===== src/rtl/adpcm_pkg.sv =====
// adpcm_pkg: shared G.726 datapath definitions for the ANTILOG stream block.
//   - DQL field positions: [11]=DS, [10:7]=DEX, [6:0]=DMN
//   - DQ output format: {DQS, DQMAG[14:0]}
//   - antilog_calc: combinational log-to-linear conversion of one sample
// Optional feature macro: ANTILOG_SAT_EN (saturate DEX=15 overflow, flag it).
package adpcm_pkg;

  localparam int unsigned DQL_W   = 12;
  localparam int unsigned DS_BIT  = 11;
  localparam int unsigned DEX_MSB = 10;
  localparam int unsigned DEX_LSB = 7;
  localparam int unsigned DMN_W   = 7;
  localparam int unsigned DQ_W    = 16;
  localparam int unsigned DQMAG_W = 15;

  // Width of {DQT,7'b0} shifted left by the largest DEX (15).
  localparam int unsigned SHIFT_W = 30;

  typedef struct packed {
    logic [DQ_W-1:0] dq;
    logic            ovf;
  } antilog_t;

  // DQT = {1,DMN}; MAG16 = ({DQT,7'b0} << DEX) >> 14.
  // DS=1 forces the magnitude to zero while DQS still passes through.
  function automatic antilog_t antilog_calc(input logic [DQL_W-1:0] dql,
                                            input logic             dqs);
    logic [7:0]         dqt;
    logic [SHIFT_W-1:0] shifted;
    antilog_t           res;
`ifdef ANTILOG_SAT_EN
    logic [DQ_W-1:0]    mag16;
`else
    logic [DQMAG_W-1:0] mag15;
`endif
    dqt     = {1'b1, dql[DMN_W-1:0]};
    shifted = {{(SHIFT_W-15){1'b0}}, dqt, 7'b0} << dql[DEX_MSB:DEX_LSB];
    res.ovf = 1'b0;
`ifdef ANTILOG_SAT_EN
    mag16 = DQ_W'(shifted >> 14);
    if (dql[DS_BIT]) begin
      res.dq = {dqs, {DQMAG_W{1'b0}}};
    end else if (mag16[DQ_W-1]) begin
      res.dq  = {dqs, {DQMAG_W{1'b1}}};
      res.ovf = 1'b1;
    end else begin
      res.dq = {dqs, mag16[DQMAG_W-1:0]};
    end
`else
    // Bit-exact G.726: MAG16[15] is simply dropped.
    mag15 = DQMAG_W'(shifted >> 14);
    if (dql[DS_BIT]) begin
      res.dq = {dqs, {DQMAG_W{1'b0}}};
    end else begin
      res.dq = {dqs, mag15};
    end
`endif
    return res;
  endfunction

endpackage


===== src/rtl/antilog_pipe_reg.sv =====
// antilog_pipe_reg: single valid/ready register slice.
//   in_valid/in_ready/in_data   upstream handshake and payload
//   out_valid/out_ready/out_data downstream handshake and payload (registered)
// in_ready = !out_valid || out_ready, so a full slice that is being drained
// accepts new data in the same cycle (no bubble). Payload is loaded only
// when in_valid is high, so idle-cycle garbage never reaches the output.
module antilog_pipe_reg #(
  parameter int unsigned W = 8
) (
  input  logic         clk,
  input  logic         rst_n,
  input  logic         in_valid,
  output logic         in_ready,
  input  logic [W-1:0] in_data,
  output logic         out_valid,
  input  logic         out_ready,
  output logic [W-1:0] out_data
);

  assign in_ready = !out_valid || out_ready;

  always_ff @(posedge clk or negedge rst_n) begin
    if (!rst_n) begin
      out_valid <= 1'b0;
      out_data  <= '0;
    end else if (in_ready) begin
      out_valid <= in_valid;
      if (in_valid) begin
        out_data <= in_data;
      end
    end
  end

endmodule


===== src/rtl/antilog_stream.sv =====
// antilog_stream: multi-channel pipelined G.726 ANTILOG (DQL,DQS -> DQ).
//   clk, rst_n            clock, asynchronous active-low reset
//   in_valid/in_ready     input handshake; in_dql, in_dqs, in_ch payload
//   out_valid/out_ready   output handshake; out_dq, out_ch, out_ovf payload
//   sample_cnt            wrapping count of accepted input samples
// Parameters: NUM_CH (channels), PIPE_STAGES (1..3 register slices), CNT_W.
// Optional feature macro: ANTILOG_SAT_EN (DEX=15 saturation + out_ovf);
// with it undefined out_ovf is always 0.
// Arithmetic is combinational ahead of slice 0; the slices form a strict
// FIFO chain, so channel tags keep their order.
module antilog_stream
  import adpcm_pkg::*;
#(
  parameter  int unsigned NUM_CH      = 4,
  parameter  int unsigned PIPE_STAGES = 2,
  parameter  int unsigned CNT_W       = 16,
  localparam int unsigned CH_W        = (NUM_CH > 1) ? $clog2(NUM_CH) : 1
) (
  input  logic             clk,
  input  logic             rst_n,
  input  logic             in_valid,
  output logic             in_ready,
  input  logic [DQL_W-1:0] in_dql,
  input  logic             in_dqs,
  input  logic [CH_W-1:0]  in_ch,
  output logic             out_valid,
  input  logic             out_ready,
  output logic [DQ_W-1:0]  out_dq,
  output logic [CH_W-1:0]  out_ch,
  output logic             out_ovf,
  output logic [CNT_W-1:0] sample_cnt
);

  typedef struct packed {
    logic [DQ_W-1:0] dq;
    logic [CH_W-1:0] ch;
    logic            ovf;
  } stage_t;

  localparam int unsigned STAGE_W = $bits(stage_t);

  if (PIPE_STAGES < 1 || PIPE_STAGES > 3) begin : g_bad_depth
    $error("antilog_stream: PIPE_STAGES must be 1..3");
  end

  antilog_t calc;
  stage_t   in_stage;
  stage_t   out_stage;

  always_comb begin
    calc         = antilog_calc(in_dql, in_dqs);
    in_stage     = '0;
    in_stage.dq  = calc.dq;
    in_stage.ch  = in_ch;
    in_stage.ovf = calc.ovf;
  end

  // Each slice owns its own link signals, keeping the ready chain free of
  // self-referencing vectors.
  for (genvar k = 0; k < PIPE_STAGES; k++) begin : g_stage
    logic   up_valid;
    logic   up_ready;
    stage_t up_data;
    logic   dn_valid;
    logic   dn_ready;
    stage_t dn_data;

    if (k == 0) begin : g_first
      assign up_valid = in_valid;
      assign up_data  = in_stage;
    end else begin : g_chain
      assign up_valid = g_stage[k-1].dn_valid;
      assign up_data  = g_stage[k-1].dn_data;
    end

    if (k == PIPE_STAGES - 1) begin : g_last
      assign dn_ready = out_ready;
    end else begin : g_inner
      assign dn_ready = g_stage[k+1].up_ready;
    end

    antilog_pipe_reg #(
      .W(STAGE_W)
    ) u_slice (
      .clk      (clk),
      .rst_n    (rst_n),
      .in_valid (up_valid),
      .in_ready (up_ready),
      .in_data  (up_data),
      .out_valid(dn_valid),
      .out_ready(dn_ready),
      .out_data (dn_data)
    );
  end

  assign in_ready  = g_stage[0].up_ready;
  assign out_valid = g_stage[PIPE_STAGES-1].dn_valid;
  assign out_stage = g_stage[PIPE_STAGES-1].dn_data;
  assign out_dq    = out_stage.dq;
  assign out_ch    = out_stage.ch;
  assign out_ovf   = out_stage.ovf;

  always_ff @(posedge clk or negedge rst_n) begin
    if (!rst_n) begin
      sample_cnt <= '0;
    end else if (in_valid && in_ready) begin
      sample_cnt <= sample_cnt + CNT_W'(1);
    end
  end

endmodule

===== config.mk =====
export PLATFORM = sky130hd
export DESIGN_NAME = antilog_stream
export DESIGN_NICKNAME = d
export VERILOG_FILES = /design/src/rtl/adpcm_pkg.sv /design/src/rtl/antilog_pipe_reg.sv /design/src/rtl/antilog_stream.sv
export SDC_FILE = /design/constraint.sdc
export NUM_CORES = 1
export LEC_CHECK = 0
export ABC_AREA = 1
export BUFFER_PORTS_ARGS = -buffer_cell sky130_fd_sc_hd__buf_2
export CELL_PAD_IN_SITES_DETAIL_PLACEMENT = 1
export CELL_PAD_IN_SITES_GLOBAL_PLACEMENT = 2
export CORE_MARGIN = 8
export CORE_UTILIZATION = 36
export CTS_BUF_LIST = sky130_fd_sc_hd__clkbuf_4
export DETAILED_ROUTE_END_ITERATION = 10
export GPL_TIMING_DRIVEN = 0
export PLACE_DENSITY_LB_ADDON = 0.1
export SYNTH_ARGS = -nofsm -noshare
export SYNTH_HDL_FRONTEND = slang
export SYNTH_SLANG_ARGS = --single-unit

===== constraint.sdc =====
create_clock -name clk -period 2.87 [get_ports clk]
set_input_delay 0.287 -clock clk [delete_from_list [all_inputs] [get_ports clk]]
set_output_delay 0.287 -clock clk [all_outputs]
set_load 0.05 [all_outputs]

Word level (Yosys, flattened, before mapping) --
Index checks and enable logic that the tools add are counted.
Word-level totals: register bits after elaboration 54, bits of input ports 19, output and inout port bits 37, word-level logic and storage cells 15
Cells by class: $add $sub $neg 1, shift-type cells 1, muxes and demuxes 1, reductions and logical operators 7
Operators with widths (number):
- 15-bit by 4-bit << shifter with 29-bit output | 1
- 16-bit by 1-bit adder with 16-bit output, second input constant | 1
- 15-bit 2-to-1 mux | 1
- 2-bit AND reduction | 2
- 1-bit logical NOT | 2
- 1-bit logical OR | 2
- 1-bit logical AND | 1

Longest topological paths before layout --
Gate-level depths: netlist of run 1.
depth after elaboration 4, mapped depth 10, depth with buffers taken out 9

Hierarchy --
A second synthesis of run 1 with hierarchy kept.
Second synthesis, totals: cell total of the unflattened synthesis 367, area, all modules 2892.8 sq um
By module, submodules not included:
- antilog_pipe_reg | instances 2, cells an instance 87, area an instance 813.3 sq um, seq. area each 500.5 sq um
- antilog_stream | instances 1, cells an instance 193, area an instance 1266.2 sq um, seq. area each 400.4 sq um

Worst setup path before layout of run 1 --
OpenSTA, ideal clock, no wires.
path kind reg-to-reg, start point reg sample_cnt[0], end point reg sample_cnt[12], library setup time 113 ps, data arrival time 1498 ps, required time 2757 ps, slack 1258 ps, stages on the path, launching flop included 9, buffers on the path 0, period minus slack after synthesis 1612 ps, cells stage by stage dfrtp_1 ha_1 inv_1 nor2_2 nand2_2 nor2_2 nand3_1 nand2_1 inv_1
Between the ends: word-level cells in the longest chain between the ends 1
Ends and longest elaborated chain:
- start: declaration | line antilog_stream.sv:31 | output logic [CNT_W-1:0] sample_cnt
- start signal: assignment | line antilog_stream.sv:107 | sample_cnt <= sample_cnt + CNT_W'(1);
- 16-bit by 1-bit adder with 16-bit output | line antilog_stream.sv:107
No other way between the ends. A chain may end at the register's enable or synchronous reset.

Final worst setup path of run 1 --
start point reg g_stage[1].u_slice.out_valid, end point out in_ready
Between the ends: word-level cells in the longest chain between the ends 3
Ends and longest elaborated chain:
- start: declaration | line antilog_pipe_reg.sv:15 | output logic out_valid,
- start signal: assignment | line antilog_pipe_reg.sv:27 | out_valid <= in_valid;
- 1-bit logical NOT | line antilog_pipe_reg.sv:20 | assign in_ready = !out_valid || out_ready;
- 1-bit logical OR (2 in a row) | line antilog_pipe_reg.sv:20
- end: declaration | line antilog_stream.sv:22 | output logic in_ready,
No other way between the ends.

==> impl_results.md, run 1 <==
- Initial Util: 36.4%
- Count leader, synth: nand2_1
- First-pass GRT wire length: 11.8 mm
- Setup_tns: 0 ns
- Post-layout min period: 1.59 ns
- Max-Cap Viols: 0
- Sequential cell area fraction in the yosys report: 49.1%
- Max IR drop VDD: 0.294 mV
- Post-synth top flop: dfrtp_1
- Post-route DRC: 0
- Top routing layer in use: met4
- Core Region: 7570 µm²
- Ys Warns: 0
- Drt pass-1 iters: 4
- CP startpoint kind: register
- Worst slew margin: 20.0%
- Non-filler cells, final: 495
- Vias post-DR: 2309
- RePlAce Congestion: 0.819
- DR WL met3: 411 µm
- First DRT Iteration DRCs: 62
- Worst-Margin Slew: 1.20 ns
- Flops & latches, synth: 54
- I/O pins: 56
- Sequential share of power: 41.4%
- Vias in the first global route: 2399
- DP Cell Count: 487
- Die area: 10700 µm²
- Largest net degree at the start of global routing: 55
- Largest area contributor in the netlist: dfrtp_1
- Post-cts resize count: 0
- Worst EP arrival: 1.30 ns
- Clock Skew: 0.00860 ns
- Cell Area, Synth: 2750 µm²
- CP max stage delay: 0.46 ns
- Asr flop ratio synth: 100%
- Area Overhead vs Synth: 18.0%
- Final Hold Fails: 0
- Initial antenna violation count: 0
- Worst-path clk slew: 0.16 ns
- Die H: 103 µm
- RSZ-0062 raised after global routing: false
- Clock latency on the worst-skew pair: 0.37 ns
- Max Fclk: 629 MHz
- Fill count: 959
- I/O Buffers: 53
- Top cells by area, synth: dfrtp_1, nand2_1, nand3_1
- Core Rows: 32
- Synth top area share: 49.1%
- Critical path peak fanout: 5
- N_diodes: 0
- Pleak: 1.67 nW
- Final setup viols: 0
- Tot Pwr: 2.48 mW
- Status: finished clean
- Post-synth EDFFs: 0
- TritonCTS clock tree: done
- Clock share of power: 20.6%
- Switch Pwr: 1.09 mW
- Dpl ws: 1.46 ns
- Commonest cells post-synth: nand2_1, dfrtp_1, nand3_1
- Internal power: 1.40 mW
- CP endpoint kind: output pin
- Switching Share: 43.8%
- Pwr/cell area: 765 nW/µm²
- WL met1: 3.57 mm
- Max Buffers Root-to-Sink: 2
- Final WL: 7.05 mm
- Syn Nets: 352
- DR WL/cell: 14.2 µm
- Root Driver: clkbuf_4
- Cell Chain, Critical Path: nand3_4 -> buf_2
- Setup CP Type: register to output pin
- Mapped Avg Cell Area: 8.29 µm²
- Crit-path slowest cell: dfrtp_1
- Hold crit path type: primary input to register
- H-tree depth: 2
- PnR worst setup slack: 1.28 ns
- Die X: 103 µm
- Routed Antenna Nets: 0
- TritonCTS buffer count: 5
- Utilization after layout: 42.9%
- Postcts setup bufs: 0
- Reg2reg setup slack: 1.42 ns
- Layout cells sized above 1: 23.7%
- Post-DP HPWL: 5.47 mm
- Final worst path period share: 55.4%
- Cells after Synth: 332
- Worst EP required: 2.58 ns
- Combinational power share: 38.0%
- Vias per cell: 4.66
- Synth cell types: 32
- Clk sinks: 54
- Hold_buf cts: 0
- Slew Limit Fails: 0
- GRT Residual Overflow: 0
- Fin nets: 412
- DR WL met2: 2.97 mm
- Total global routing track utilization: 14.0%
worst max-delay path: cells and delay by family (launching register included):
family | cells | cell delay (ns)
simple gates | 1 | 0.18
buf+inv | 1 | 0.29
flops | 1 | 0.46
state kept, by name, indices dropped and copies added, names as in the netlist:
| name | cells |
|---|---|
| g_stage.u_slice.out_data | 36 |
| sample_cnt | 16 |
| g_stage.u_slice.out_valid | 2 |
cells in the final DEF (no fill, tap or decap), drive strengths merged:
cell / n
clkbuf: 7
a21oi: 2
nand4: 4
nor3: 2
ha: 1
nand2: 112
o22ai: 3
mux2: 7
conb: 1
nand3: 42
o21ai: 25
nand3b: 3
buf: 61
bufinv: 2
xnor2: 3
xor2: 6
clkinv: 1
nor2: 20
and2: 1
dfrtp: 54
inv: 36
cells by family (layout without fill, tap and decap cells):
group	Yosys count	count (layout)	synth area share, %
and+or+nand+nor	184	184	31.7
DFF	54	54	49.1
buffers and inverters	46	107	7.32
AOI/OAI and AO/OA	30	30	5.59
xor gates and xnor gates	9	9	2.87
muxes	7	7	2.86
adders and majority gates	1	1	0.455
other	1	1	0.136
power groups by stage:
stage                     registers (mW)  logic, mW  clock network [mW]
final                               1.03      0.945               0.511
after global routing                1.05       1.02               0.558
after CTS                           1.03      0.960               0.533
after detailed placement            1.05      0.958                   0
after global placement              1.04      0.946                   0
after floorplan                     1.42      0.323                   0
worst paths after layout:
check / startpoint / to / cells past startpoint
min in group asynchronous: rst_n / g_stage[1].u_slice.out_data[14] / 1
max reg2reg: sample_cnt[0] / sample_cnt[10] / 7
min reg2reg: g_stage[1].u_slice.out_data[12] / g_stage[1].u_slice.out_data[12] / 2
min: in_ch[1] / g_stage[0].u_slice.out_data[2] / 3
max: g_stage[1].u_slice.out_valid / in_ready / 2
max in group asynchronous: rst_n / sample_cnt[10] / 1
layout make-up:
cell class / count / area (µm²) / share of cell area, %
Timing Repair Buffer: 53 / 265 / 8.17
Clock buffer: 5 / 37.5 / 1.16
Sequential cell: 54 / 1350 / 41.6
Inverter: 36 / 138 / 4.24
Clock inverter: 3 / 63.8 / 1.97
Multi-Input combinational cell: 232 / 1200 / 36.9
Tap cell: 102 / 128 / 3.93
Buffer: 10 / 63.8 / 1.97
routing by layer:
layer | vias to the layer above | track usage, %
li1 | 1171 | -
met1 | 1086 | 19.9
met2 | 44 | 20.5
met3 | 8 | 3.35
met4 | 0 | 3.78
met5 | - | 0
metrics by stage:
| step | instance area [µm²] | hold slack [ns] |
|---|---|---|
| global route | 3250 | 0.0885 |
| detailed placement | 3140 | 0.470 |
| floorplan | 2750 | -0.00859 |
| global placement | 3140 | 0.460 |
| finish | 3250 | 0.115 |
| CTS | 3250 | 0.0985 |
(Power assumes the default switching activity.)
==> inputs of run 2 (changes only) <==
--- a/config.mk
+++ b/config.mk
@@ -10,7 +10,7 @@
 export CELL_PAD_IN_SITES_DETAIL_PLACEMENT = 1
 export CELL_PAD_IN_SITES_GLOBAL_PLACEMENT = 2
 export CORE_MARGIN = 8
-export CORE_UTILIZATION = 36
+export CORE_UTILIZATION = 33
 export CTS_BUF_LIST = sky130_fd_sc_hd__clkbuf_4
 export DETAILED_ROUTE_END_ITERATION = 10
 export GPL_TIMING_DRIVEN = 0
==> constraint.sdc (replaced) <==
create_clock -name clk -period 1.6 [get_ports clk]
set_input_delay 0.16 -clock clk [delete_from_list [all_inputs] [get_ports clk]]
set_output_delay 0.16 -clock clk [all_outputs]
set_load 0.05 [all_outputs]
==> impl_results.md, run 2 (synthesized netlist as in run 1, its figures left out) <==
- Final setup viols: 0 (unchanged)
- Core Region: 8130 µm² (+7.5%)
- Pwr/cell area: 1290 nW/µm² (+68%)
- Max Buffers Root-to-Sink: 2 (unchanged)
- Worst-Margin Slew: 0.689 ns (-0.511 ns)
- Vias post-DR: 2367 (+2.5%)
- Max-Cap Viols: 0 (unchanged)
- I/O Buffers: 53 (unchanged)
- Total global routing track utilization: 13.0% (-0.96 points)
- Non-filler cells, final: 502 (+1.4%)
- Worst-path clk slew: 0.16 ns (about the same)
- Layout cells sized above 1: 23.7% (about the same)
- Hold crit path type: primary input to register
- Commonest non-fill, non-tap cells in the layout: nand2_1, buf_2, dfrtp_1
- Commonest non-fill, non-tap cell in the layout: nand2_1
- Initial antenna violation count: 0 (unchanged)
- Setup_tns: 0 ns (unchanged)
- CP endpoint kind: output pin
- Max reg flops: 36 (unchanged)
- Worst EP required: 1.44 ns (-1.14 ns)
- DP Cell Count: 490 (+0.62%)
- Post-layout min period: 1.45 ns
- Final WL: 7.06 mm (+0.24%)
- N_diodes: 0 (unchanged)
- H-tree depth: 2 (unchanged)
- Area Overhead vs Synth: 18.1%
- Final worst path period share: 90.9%
- Initial Util: 33.8% (-2.5 points)
- Clk sinks: 54 (unchanged)
- Postcts setup bufs: 0 (unchanged)
- Post-route DRC: 0 (unchanged)
- Routed Antenna Nets: 0 (unchanged)
- Critical path peak fanout: 5 (unchanged)
- Vias per cell: 4.72 (+1.1%)
- Pleak: 1.67 nW (-0.15%)
- Core Rows: 33 (+3.1%)
- Clock Skew: 0.0107 ns (+0.00205 ns)
- CP startpoint kind: register
- Vias in the first global route: 2534 (+5.6%)
- Largest net degree at the start of global routing: 55 (unchanged)
- Post-DP HPWL: 5.67 mm (+3.6%)
- Worst EP arrival: 1.29 ns (about the same)
- Largest regs: g_stage.u_slice.out_data (36), sample_cnt (16), g_stage.u_slice.out_valid (2)
- Fill count: 1034 (+7.8%)
- GRT Residual Overflow: 0 (unchanged)
- Die H: 107 µm (+3.8%)
- RePlAce Congestion: 0.815 (-0.45%)
- Slew Limit Fails: 0 (unchanged)
- Die X: 107 µm (+3.8%)
- Worst slew margin: 54.1% (+34 points)
- Setup CP Type: register to output pin
- Status: finished clean
- Final Hold Fails: 0 (unchanged)
- Die area: 11500 µm² (+7.7%)
- First DRT Iteration DRCs: 39 (-37%)
- Clock latency on the worst-skew pair: 0.37 ns (about the same)
- Max Fclk: 688 MHz
- Drt pass-1 iters: 4 (unchanged)
- Reg with most FFs: g_stage.u_slice.out_data
- I/O pins: 56 (unchanged)
- RSZ-0062 raised after global routing: false
- TritonCTS buffer count: 5 (unchanged)
- Root Driver: clkbuf_4
- DR WL/cell: 14.1 µm (-1.2%)
- Fin nets: 416 (+0.97%)
- First-pass GRT wire length: 12.1 mm (+3.4%)
- Max IR drop VDD: 0.492 mV (+68%)
- Utilization after layout: 39.9% (-2.9 points)
- TritonCTS clock tree: done
-- run 2: power breakdown --
part | switching [mW] | internal (mW)
clock | 0.441 | 0.192
sequential | 0.234 | 1.61
combinational | 1.28 | 0.420
total | 1.96 | 2.23
-- run 2: final timing paths --
path / end / from / cells after the start / slack (ns)
setup / recovery: in_ready / g_stage[1].u_slice.out_valid / 2 / 0.15
hold / removal: g_stage[1].u_slice.out_valid / out_ready / 4 / 0.08
hold reg to reg: g_stage[1].u_slice.out_data[13] / g_stage[1].u_slice.out_data[13] / 2 / 0.50
max in group asynchronous: sample_cnt[0] / rst_n / 2 / 0.75
min in group asynchronous: g_stage[1].u_slice.out_data[17] / rst_n / 2 / 0.35
setup reg to reg: sample_cnt[10] / sample_cnt[1] / 7 / 0.20
-- run 2: through the flow --
| stage | worst slack (ns) | hold slack [ns] | instance area (µm²) | power, mW |
|---|---|---|---|---|
| final | 0.146 | 0.0837 | 3250 | 4.18 |
| after floorplan | 0.0115 | -0.136 | 2750 | 3.12 |
| after global placement | 0.224 | 0.373 | 3150 | 3.57 |
| after detailed placement | 0.193 | 0.384 | 3150 | 3.62 |
| after CTS | 0.115 | 0.0560 | 3240 | 4.26 |
| after global routing | 0.00141 | 0.0992 | 3250 | 4.45 |
-- run 2: what timing repair did --
| item | 4_1_cts | 5_1_grt |
|---|---|---|
| resized for setup | 0 | 0 |
| hold buffers | 3 | 1 |
| hold endpoints to repair | 3 | 54 |
-- run 2: final cells by class --
class	count	area, µm²	share of cell area [%]
plain buffers	10	63.8	1.96
repair buffers	57	308	9.47
well taps	105	131	4.04
flip-flops and latches	54	1350	41.6
multi-input cells	232	1200	36.9
clock inverters	2	12.5	0.385
clock buffers	6	45.0	1.39
inverters	36	138	4.24
-- run 2: metal layers --
| metal | routed length, µm | vias to the layer above | global-route usage, % |
|---|---|---|---|
| li1 | - | 1186 | - |
| met1 | 3190 | 1126 | 16.5 |
| met2 | 3470 | 46 | 21.6 |
| met3 | 291 | 9 | 2.34 |
| met4 | 106 | 0 | 4.62 |
| met5 | 0 | - | 0 |
-- run 2: critical path, cell delays in order (launching register included) --
cell	delay, ns
dfrtp_1	0.45
nand3_4	0.17
buf_2	0.29
